--- config.mk ---
export PLATFORM = sky130hd
export DESIGN_NAME = integer_alu
export DESIGN_NICKNAME = d
export VERILOG_FILES = /design/src/rtl/int_alu_pkg.sv /design/src/rtl/int_alu_lane.sv /design/src/rtl/integer_alu.sv
export SDC_FILE = /design/constraint.sdc
export NUM_CORES = 2
export LEC_CHECK = 0
export ABC_AREA = 1
export BUFFER_PORTS_ARGS = -buffer_cell sky130_fd_sc_hd__clkbuf_2
export CORE_ASPECT_RATIO = 1.2
export CORE_MARGIN = 1.5
export CORE_UTILIZATION = 30
export CTS_CLUSTER_DIAMETER = 30
export DETAILED_ROUTE_END_ITERATION = 10
export GPL_TIMING_DRIVEN = 0
export PLACE_DENSITY = 0.43
export SETUP_SLACK_MARGIN = 0.5
export SLEW_MARGIN = 20
export SYNTH_ARGS = -nofsm -noshare
export SYNTH_HDL_FRONTEND = slang
export SYNTH_HIERARCHICAL = 1
export SYNTH_SLANG_ARGS = --single-unit
--- constraint.sdc ---
create_clock -name Clk -period 63.7 [get_ports Clk]
set_clock_uncertainty 0.1 [all_clocks]
set_input_delay 19.11 -clock Clk [delete_from_list [all_inputs] [get_ports Clk]]
set_output_delay 19.11 -clock Clk [all_outputs]
set_load 0.03 [all_outputs]
--- src/rtl/int_alu_pkg.sv ---
// Shared types and constants for the 16-lane integer ALU.
// Saturating ADD/SUB is selected by defining INT_ALU_SAT_EN.
package int_alu_pkg;

  localparam int LANE_W = 16;
  localparam int LANES = 16;
  localparam int MUL_LANES_PER_CYC = 4;
  localparam int DATA_W = LANE_W * LANES;

  localparam logic [11:0] OFF_SRC1 = 12'h000;
  localparam logic [11:0] OFF_SRC2 = 12'h001;
  localparam logic [11:0] OFF_CMD = 12'h003;

  typedef enum logic [7:0] {
    OP_ADD = 8'h10,
    OP_SUB = 8'h11,
    OP_MUL = 8'h12,
    OP_MAC = 8'h13
  } opcode_t;

  typedef enum logic [1:0] {
    ST_IDLE = 2'd0,
    ST_EXEC = 2'd1,
    ST_DONE = 2'd2
  } state_t;

  function automatic logic op_valid(input logic [7:0] c);
    return (c >= 8'h10) && (c <= 8'h13);
  endfunction

  function automatic logic is_mul(input opcode_t o);
    return (o == OP_MUL) || (o == OP_MAC);
  endfunction

endpackage

--- src/rtl/int_alu_lane.sv ---
// One 16-bit ALU lane: add/sub (wrap or saturate), mul and mac.
// INT_ALU_SAT_EN selects signed saturation for ADD/SUB.
module int_alu_lane
  import int_alu_pkg::*;
#(
  parameter bit HAS_MUL = 1'b1
) (
  input  opcode_t           op,
  input  logic [LANE_W-1:0] a,
  input  logic [LANE_W-1:0] b,
  input  logic [LANE_W-1:0] acc,
  output logic [LANE_W-1:0] y
);

  logic [LANE_W-1:0] prod;
  logic [LANE_W-1:0] sum;
  logic [LANE_W-1:0] dif;

  if (HAS_MUL) begin : g_mul
    assign prod = a * b;
  end else begin : g_nomul
    assign prod = '0;
  end

`ifdef INT_ALU_SAT_EN
  logic [LANE_W:0] sx;
  logic [LANE_W:0] dx;

  assign sx = {a[LANE_W-1], a} + {b[LANE_W-1], b};
  assign dx = {a[LANE_W-1], a} - {b[LANE_W-1], b};

  // Top two bits disagree only on signed overflow.
  always_comb begin
    sum = sx[LANE_W-1:0];
    dif = dx[LANE_W-1:0];
    if (sx[LANE_W] != sx[LANE_W-1])
      sum = sx[LANE_W] ? 16'h8000 : 16'h7FFF;
    if (dx[LANE_W] != dx[LANE_W-1])
      dif = dx[LANE_W] ? 16'h8000 : 16'h7FFF;
  end
`else
  assign sum = a + b;
  assign dif = a - b;
`endif

  always_comb begin
    y = '0;
    unique case (op)
      OP_ADD: y = sum;
      OP_SUB: y = dif;
      OP_MUL: y = prod;
      OP_MAC: y = prod + acc;
      default: y = '0;
    endcase
  end

endmodule

--- src/rtl/integer_alu.sv ---
// Bus-mapped 16x16-bit SIMD ALU; MUL/MAC run 4 lanes per cycle.
// Build with INT_ALU_SAT_EN for saturating ADD/SUB.
module integer_alu
  import int_alu_pkg::*;
#(
  parameter logic [3:0] MODULE_ID = 4'h5
) (
  input  logic              Clk,
  input  logic              Reset,
  input  logic [15:0]       address,
  input  logic              nWrite,
  input  logic [DATA_W-1:0] DataIn,
  output logic [DATA_W-1:0] IntDataOut,
  output logic [7:0]        StatusOut
);

  logic hit;
  logic cmd_wr;
  logic cmd_q;
  logic launch;
  logic [DATA_W-1:0] src1;
  logic [DATA_W-1:0] src2;
  logic [DATA_W-1:0] result;
  logic [DATA_W-1:0] work;
  logic [DATA_W-1:0] work_nx;
  logic [DATA_W-1:0] add_out;
  state_t state;
  opcode_t op;
  logic [1:0] chunk;
  logic busy;
  logic done;
  logic err;
  logic [LANE_W-1:0] y [LANES];

  assign hit = !nWrite && (address[15:12] == MODULE_ID);
  assign cmd_wr = hit && (address[11:0] == OFF_CMD);
  assign launch = cmd_wr && !cmd_q;

  // The first four lanes double as the chunked multiplier datapath.
  for (genvar i = 0; i < LANES; i++) begin : g_lane
    localparam bit MUL = (i < MUL_LANES_PER_CYC);
    logic [3:0] idx;
    assign idx = MUL ? {chunk, 2'(i)} : 4'(i);
    int_alu_lane #(.HAS_MUL(MUL)) u_lane (
      .op  (op),
      .a   (src1[32'(idx)*LANE_W +: LANE_W]),
      .b   (src2[32'(idx)*LANE_W +: LANE_W]),
      .acc (result[32'(idx)*LANE_W +: LANE_W]),
      .y   (y[i])
    );
  end

  always_comb begin
    add_out = '0;
    work_nx = work;
    for (int i = 0; i < LANES; i++)
      add_out[i*LANE_W +: LANE_W] = y[i];
    for (int j = 0; j < MUL_LANES_PER_CYC; j++)
      work_nx[32'({chunk, 2'(j)})*LANE_W +: LANE_W] = y[j];
  end

  always_ff @(posedge Clk or posedge Reset) begin
    if (Reset) begin
      state  <= ST_IDLE;
      op     <= OP_ADD;
      src1   <= '0;
      src2   <= '0;
      result <= '0;
      work   <= '0;
      chunk  <= '0;
      cmd_q  <= 1'b0;
      busy   <= 1'b0;
      done   <= 1'b0;
      err    <= 1'b0;
    end else begin
      cmd_q <= cmd_wr;
      unique case (state)
        ST_IDLE: begin
          if (hit && address[11:0] == OFF_SRC1)
            src1 <= DataIn;
          if (hit && address[11:0] == OFF_SRC2)
            src2 <= DataIn;
          if (launch) begin
            if (op_valid(DataIn[7:0])) begin
              op    <= opcode_t'(DataIn[7:0]);
              chunk <= '0;
              state <= ST_EXEC;
              busy  <= 1'b1;
              done  <= 1'b0;
              err   <= 1'b0;
            end else begin
              err <= 1'b1;
            end
          end
        end
        ST_EXEC: begin
          if (launch)
            err <= 1'b1;
          if (is_mul(op)) begin
            work  <= work_nx;
            chunk <= chunk + 2'd1;
            if (chunk == 2'd3) begin
              result <= work_nx;
              state  <= ST_DONE;
              busy   <= 1'b0;
              done   <= 1'b1;
            end
          end else begin
            result <= add_out;
            state  <= ST_DONE;
            busy   <= 1'b0;
            done   <= 1'b1;
          end
        end
        ST_DONE: begin
          if (launch)
            err <= 1'b1;
          state <= ST_IDLE;
        end
        default: state <= ST_IDLE;
      endcase
    end
  end

  assign IntDataOut = result;
  assign StatusOut = {5'b0, err, done, busy};

endmodule

== Word-level counts from Yosys, hierarchy flattened ==
Cells that the tools add are included.
Storage, ports and cells
  bits in registers: 1040
  bits in latches: 0
  bits in writable memories: 0
  ROM bits: 0
  input bits: 275
  output and inout bits: 264
  word-level logic and storage cells: 165
  memories: 0
Operators by class
  add/subtract/negate cells: 41
  $mul: 4
  div/mod/pow operators: 0
  $lt $le $gt $ge: 2
  equality and inequality tests: 17
  shift operators: 20
  mux-type cells: 45
  bitwise gates (word level): 0
  reduce and logical (&&, ||, !) cells: 24
Operator list (number)
  $shiftx 256x9->16: 12
  $bwmux 256: 4
  $shift 16x34->256 const A: 4
  $shiftx 16x34->256: 4
  $pmux 16 s3: 12
  $mux 256: 2
  $add 16x16->16: 20
  $pmux 16 s4: 4
  $sub 16x16->16: 16
  $neg 8->34: 4
  $mul 16x16->16: 4
  $eq 8x5->1 const B: 4
  $mux 2: 7
  $eq 12x1->1 const B: 1
  $eq 12x2->1 const B: 1
  $logic_not 12->1: 1
  $reduce_and 3->1: 4
  $mux 1: 11
  $ge 8x5->1 const B: 1
  $le 8x5->1 const B: 1
  $pmux 2 s2: 2
  $reduce_and 2->1: 4
  $reduce_and 4->1: 2
  $logic_and 1x1->1: 6
  other kinds (13): 22

== Logic depth before layout (Yosys ltp) ==
  word-level depth: 11
  depth in mapped cells: 49
  gate-level depth less buffers: 44

== Hierarchy ==
The synthesis kept the hierarchy.
By module, submodules not included
  integer_alu: times used 1, cells each 6158, area an instance 48959.5 um^2, seq. area each 26026.2 um^2
  int_alu_lane at g_lane[1].u_lane ...: times used 2, cells each 1055, area an instance 6578.8 um^2, seq. area each 0.0 um^2
  int_alu_lane at g_lane[3].u_lane: times used 1, cells each 1060, area an instance 6671.4 um^2, seq. area each 0.0 um^2
  int_alu_lane at g_lane[0].u_lane: times used 1, cells each 1044, area an instance 6567.5 um^2, seq. area each 0.0 um^2
  int_alu_lane at g_lane[10].u_lane ...: times used 3, cells each 287, area an instance 1530.2 um^2, seq. area each 0.0 um^2
  int_alu_lane at g_lane[5].u_lane ...: times used 3, cells each 288, area an instance 1514.0 um^2, seq. area each 0.0 um^2
  int_alu_lane at g_lane[4].u_lane ...: times used 3, cells each 287, area an instance 1488.9 um^2, seq. area each 0.0 um^2
  int_alu_lane at g_lane[11].u_lane ...: times used 3, cells each 286, area an instance 1483.9 um^2, seq. area each 0.0 um^2

== Least setup slack after synthesis ==
No wires, ideal clock.
  path kind: input to register
  start: input port address[3]
  end: register src2[174]
  library setup time: 0.130 ns
  arrival: 20.221 ns
  required time: 63.470 ns
  path slack: 43.249 ns
  stages on the path: 8
  buffers on the path: 2
  cell sequence: or2_1 > nor3_1 > and2_2 > nand3_4 > buf_2 > clkbuf_1 > nand2_1 > o21ai_0
Between the ends
  longest elaborated chain between the ends: 3
RTL lines
  from (decl): RTL line integer_alu.sv:10  | input logic [15:0] address,
  $eq 12x1->1: RTL line integer_alu.sv:81  | if (hit && address[11:0] == OFF_SRC2)
  $logic_and 1x1->1: RTL line integer_alu.sv:81
  $reduce_and 2->1 (no line)
  to (signal assigned): RTL line integer_alu.sv:82  | src2 <= DataIn;
  to (decl): RTL line integer_alu.sv:22  | logic [DATA_W-1:0] src2;
No other way between the ends.
A chain may end at the register's enable or synchronous reset.

== Final worst setup path ==
  start: input port nWrite
  end: register src2[147]
Between the ends
  longest elaborated chain between the ends: 4
RTL lines
  from (decl): RTL line integer_alu.sv:11  | input logic nWrite,
  $logic_not 1->1: RTL line integer_alu.sv:35  | assign hit = !nWrite && (address[15:12] == MODULE_ID);
  $logic_and 1x1->1: RTL line integer_alu.sv:35
  $logic_and 1x1->1: RTL line integer_alu.sv:81
  $reduce_and 2->1 (no line)
No other way between the ends.

==> run_results.csv <==
group,metric,value,unit
status,outcome,"complete, no violations",
power_and_ir_drop,power,2.206,mW
yosys,synth_seq_cells,1040,
cts,clkSlewWorstSetupHoldPaths,50,ps
yosys,syn_area,93410,µm²
routing,via_per_inst,5.194,
power_and_ir_drop,p_sw,514.5,µW
placement,gp_congestion,0.9908,
routing,first_pass_iters,8,
routing,drt-initial-drc-count,9474,
timing,fmax,46.73,MHz
timing,slew_violations,0,
timing,slew_headroom,0.1263,
die,chipHeight,614.3,µm
yosys,synth_commonest_cells,"nand2_1 (4177), inv_1 (2147), o21ai_0 (1465)",
power_and_ir_drop,power_frac_seq,0.301,
global_routing,antenna_found_initial,55,
placement,place_hpwl,428.8,mm
routing,wirelength,530.4,mm
timing,finalCriticalPeriod,21400,ps
cells_and_area,fill_cells,34350,
die,die_width,512.4,µm
critical_path,worst_setup_path_start_kind,"input pin",
power_and_ir_drop,cellInternalPower,1.691,mW
power_and_ir_drop,max-vdd-ir-drop,22.45,µV
critical_path,end_kind,"flop",
yosys,synth_top_cell_area_share,0.2784,
yosys,postSynth.asyncResetShare,1.000,
global_routing,grt_pass1_wl,736.3,mm
cts,clockRootBuffer,"clkbuf_16",
critical_path,crit_path_top_delay_cell,"clkbuf_1",
die,initial_core_util,0.3013,
critical_path,worstPathMaxFanout,12,
power_and_ir_drop,power_per_cell_area,19.68,nW/µm²
yosys,syn_area_per_cell,6.761,µm²
cells_and_area,nets,15820,
cts,cts.sinks,1040,
cts,cts_max_level,5,
die,die_area,314700,µm²
yosys,yosysMostFrequentCell,"nand2_1",
yosys,postSynthCellCount,13820,
timing,finalSetupViolCount,0,
placement,io_buffers,533,
global_routing,grt_util_all_layers,0.3301,
routing,wl_per_cell,27.91,µm
timing,worstMarginPinSlew,1311,ps
critical_path,crit_chain,"clkbuf_2 > inv_1 > nand3_1 > nor2_1 > and2_2 > nand3_4 > buf_2 > clkbuf_1 > o21ai_0",
global_routing,grt_max_degree,96,
cts,cts_inserted_buffers,291,
power_and_ir_drop,switching_share,0.2332,
critical_path,crit_arrival,21960,ps
timing,grt_setup_unrepaired,"no",
cts,holdBufCountCts,0,
power_and_ir_drop,pwr-share-comb,0.024,
critical_path,max_stage_delay,1020,ps
cts,cts_resized,0,
yosys,yosysSeqAreaShare,0.2786,
routing,drc_errors,0,
yosys,synth-edff-count,0,
power_and_ir_drop,p_leak,60.01,nW
cts,cts_tree,"done",
global_routing,grt_overflow,0,
timing,finalCritPeriodShare,0.3360,
cells_and_area,drive_gt1_frac,0.1235,
job,drv_cap,0,
cts,cts_max_path_buffers,4,
yosys,synth_ff_type,"dfrtp_1",
power_and_ir_drop,clkPwrFrac,0.675,
critical_path,path_buf_inv,4,
hold_path,min_path_type,"flop to flop",
yosys,synth.area.top_cells,"dfrtp_1 (28%), nand2_1 (17%), inv_1 (8.6%)",
die,row_count,224,
critical_path,required,64260,ps
global_routing,grt_pass1_vias,96610,
routing,num_vias,98710,
cts,clock_latency,890,ps
die,num_io_pins,539,
yosys,synth_area_leader_cell,"dfrtp_1",
routing,ant_nets,0,
timing,hold_violations,0,
yosys,yosysWarnings,6,
critical_path,critPathKind,"input pin to flop",
cells_and_area,synthToLayoutAreaGrowth,19.96,%
die,core,310000,µm²
cts,cts_setup_buffers,0,
yosys,synth_cell_types,63,
timing,finalSetupTns,0,ps
critical_path,crit_family,"buffers and inverters",
## per-stage QoR
stage	cell area, µm²	util	worst slack [ps]	cells	hold slack, ps
global placement	101200	0.3264	-526.3	18420	365.9
detailed placement	102100	0.3295	41690	18450	373.0
global route	112000	0.3613	42450	18980	391.9
CTS	111900	0.3611	42580	18970	383.1
finish	112100	0.3615	42300	19000	382.9
floorplan	93420	-	15220	13820	341.9
## state kept, by name, indices dropped and copies added, names as in the netlist
| signal | flops |
|---|---|
| busy | 1 |
| op | 8 |
| done | 1 |
| work | 256 |
| state | 2 |
| err | 1 |
| IntDataOut | 256 |
| src1 | 256 |
| chunk | 2 |
| cmd_q | 1 |
| src2 | 256 |
## area by class of cell
type,count,area [µm²],share of cell area
plain buffers,626,3039,0.02712
clock inverters,121,1550,0.01383
flip-flops and latches,1040,26040,0.2324
well taps,4068,5090,0.04542
multi-input cells,9915,56160,0.5011
diodes,35,87.58,0.0007816
inverters,2239,8416,0.07510
repair buffers,566,3412,0.03045
clock buffers,394,8264,0.07375
## cell families after synthesis
group | Yosys count | share of synthesized area
simple gates | 5978 | 0.2648
buf+inv | 2865 | 0.1217
compound gates | 2806 | 0.1673
flops | 1040 | 0.2786
fa+ha+maj | 863 | 0.1429
xor+xnor | 263 | 0.02466
other cells | 1 | 0.00004015
## metal layers
metal  up-vias  routed length, µm  global-route usage  part of all wire
met2      4164             240700              0.5310              0.45
met5         -                125                   0           0.00024
met4        16              40820              0.2230             0.077
li1      45550                  -                   -                 -
met1     47860             207600              0.3963              0.39
met3      1111              41090             0.06767             0.077
## placed cells by master, fill, tap and decap left out, drive strengths merged, types with 16 or more instances in the layout
cell type,synthesis,routed
nor2,977,977
dfrtp,1039,1039
or2,51,51
a22oi,224,224
a21oi,461,461
clkinv,6,74
o21a,29,29
o221ai,20,20
bufinv,0,28
nor3,121,121
clkinvlp,0,16
inv,2233,2242
clkbuf,339,1267
nand2,4296,4296
o21bai,20,20
buf,287,319
nand3b,21,21
fa,340,340
nand3,472,472
xnor2,83,83
o211ai,35,35
xor2,180,180
o21ai,1718,1718
diode,0,35
nand4,27,27
o22ai,208,208
ha,523,523
## power groups by stage
stage / registers [mW] / logic [mW] / clock network (mW)
2_1_floorplan: 0.674 / 0.0226 / 0
3_3_place_gp: 0.675 / 0.0517 / 0
3_5_place_dp: 0.673 / 0.0543 / 0
4_1_cts: 0.664 / 0.0544 / 1.49
5_1_grt: 0.663 / 0.0586 / 1.53
6_report: 0.663 / 0.0538 / 1.49
## worst register-to-register path: cells and delay by family (launching register included)
family | cells | cell delay, ps
compound gates | 7 | 2310
fa+ha+maj | 8 | 3300
flops | 1 | 460
simple gates | 14 | 1940
xor+xnor | 2 | 450
buf+inv | 12 | 3620
## final timing paths
check	start	to	slack [ps]	cells after the start
worst min-delay path	work[131]$_DFFE_PP0N_	work[131]$_DFFE_PP0N_	380	2
worst max register to register	chunk[0]$_DFFE_PP0P_	IntDataOut[46]$_DFFE_PP0P_	51400	43
min in group asynchronous	Reset	src2[174]$_DFFE_PP0P_	18220	2
max in group asynchronous	Reset	src1[75]$_DFFE_PP0P_	43460	5
worst min register to register	work[131]$_DFFE_PP0N_	work[131]$_DFFE_PP0N_	380	2
worst max-delay path	nWrite	src2[147]$_DFFE_PP0P_	42300	9
Note: power is estimated with default switching activity, not from simulation.
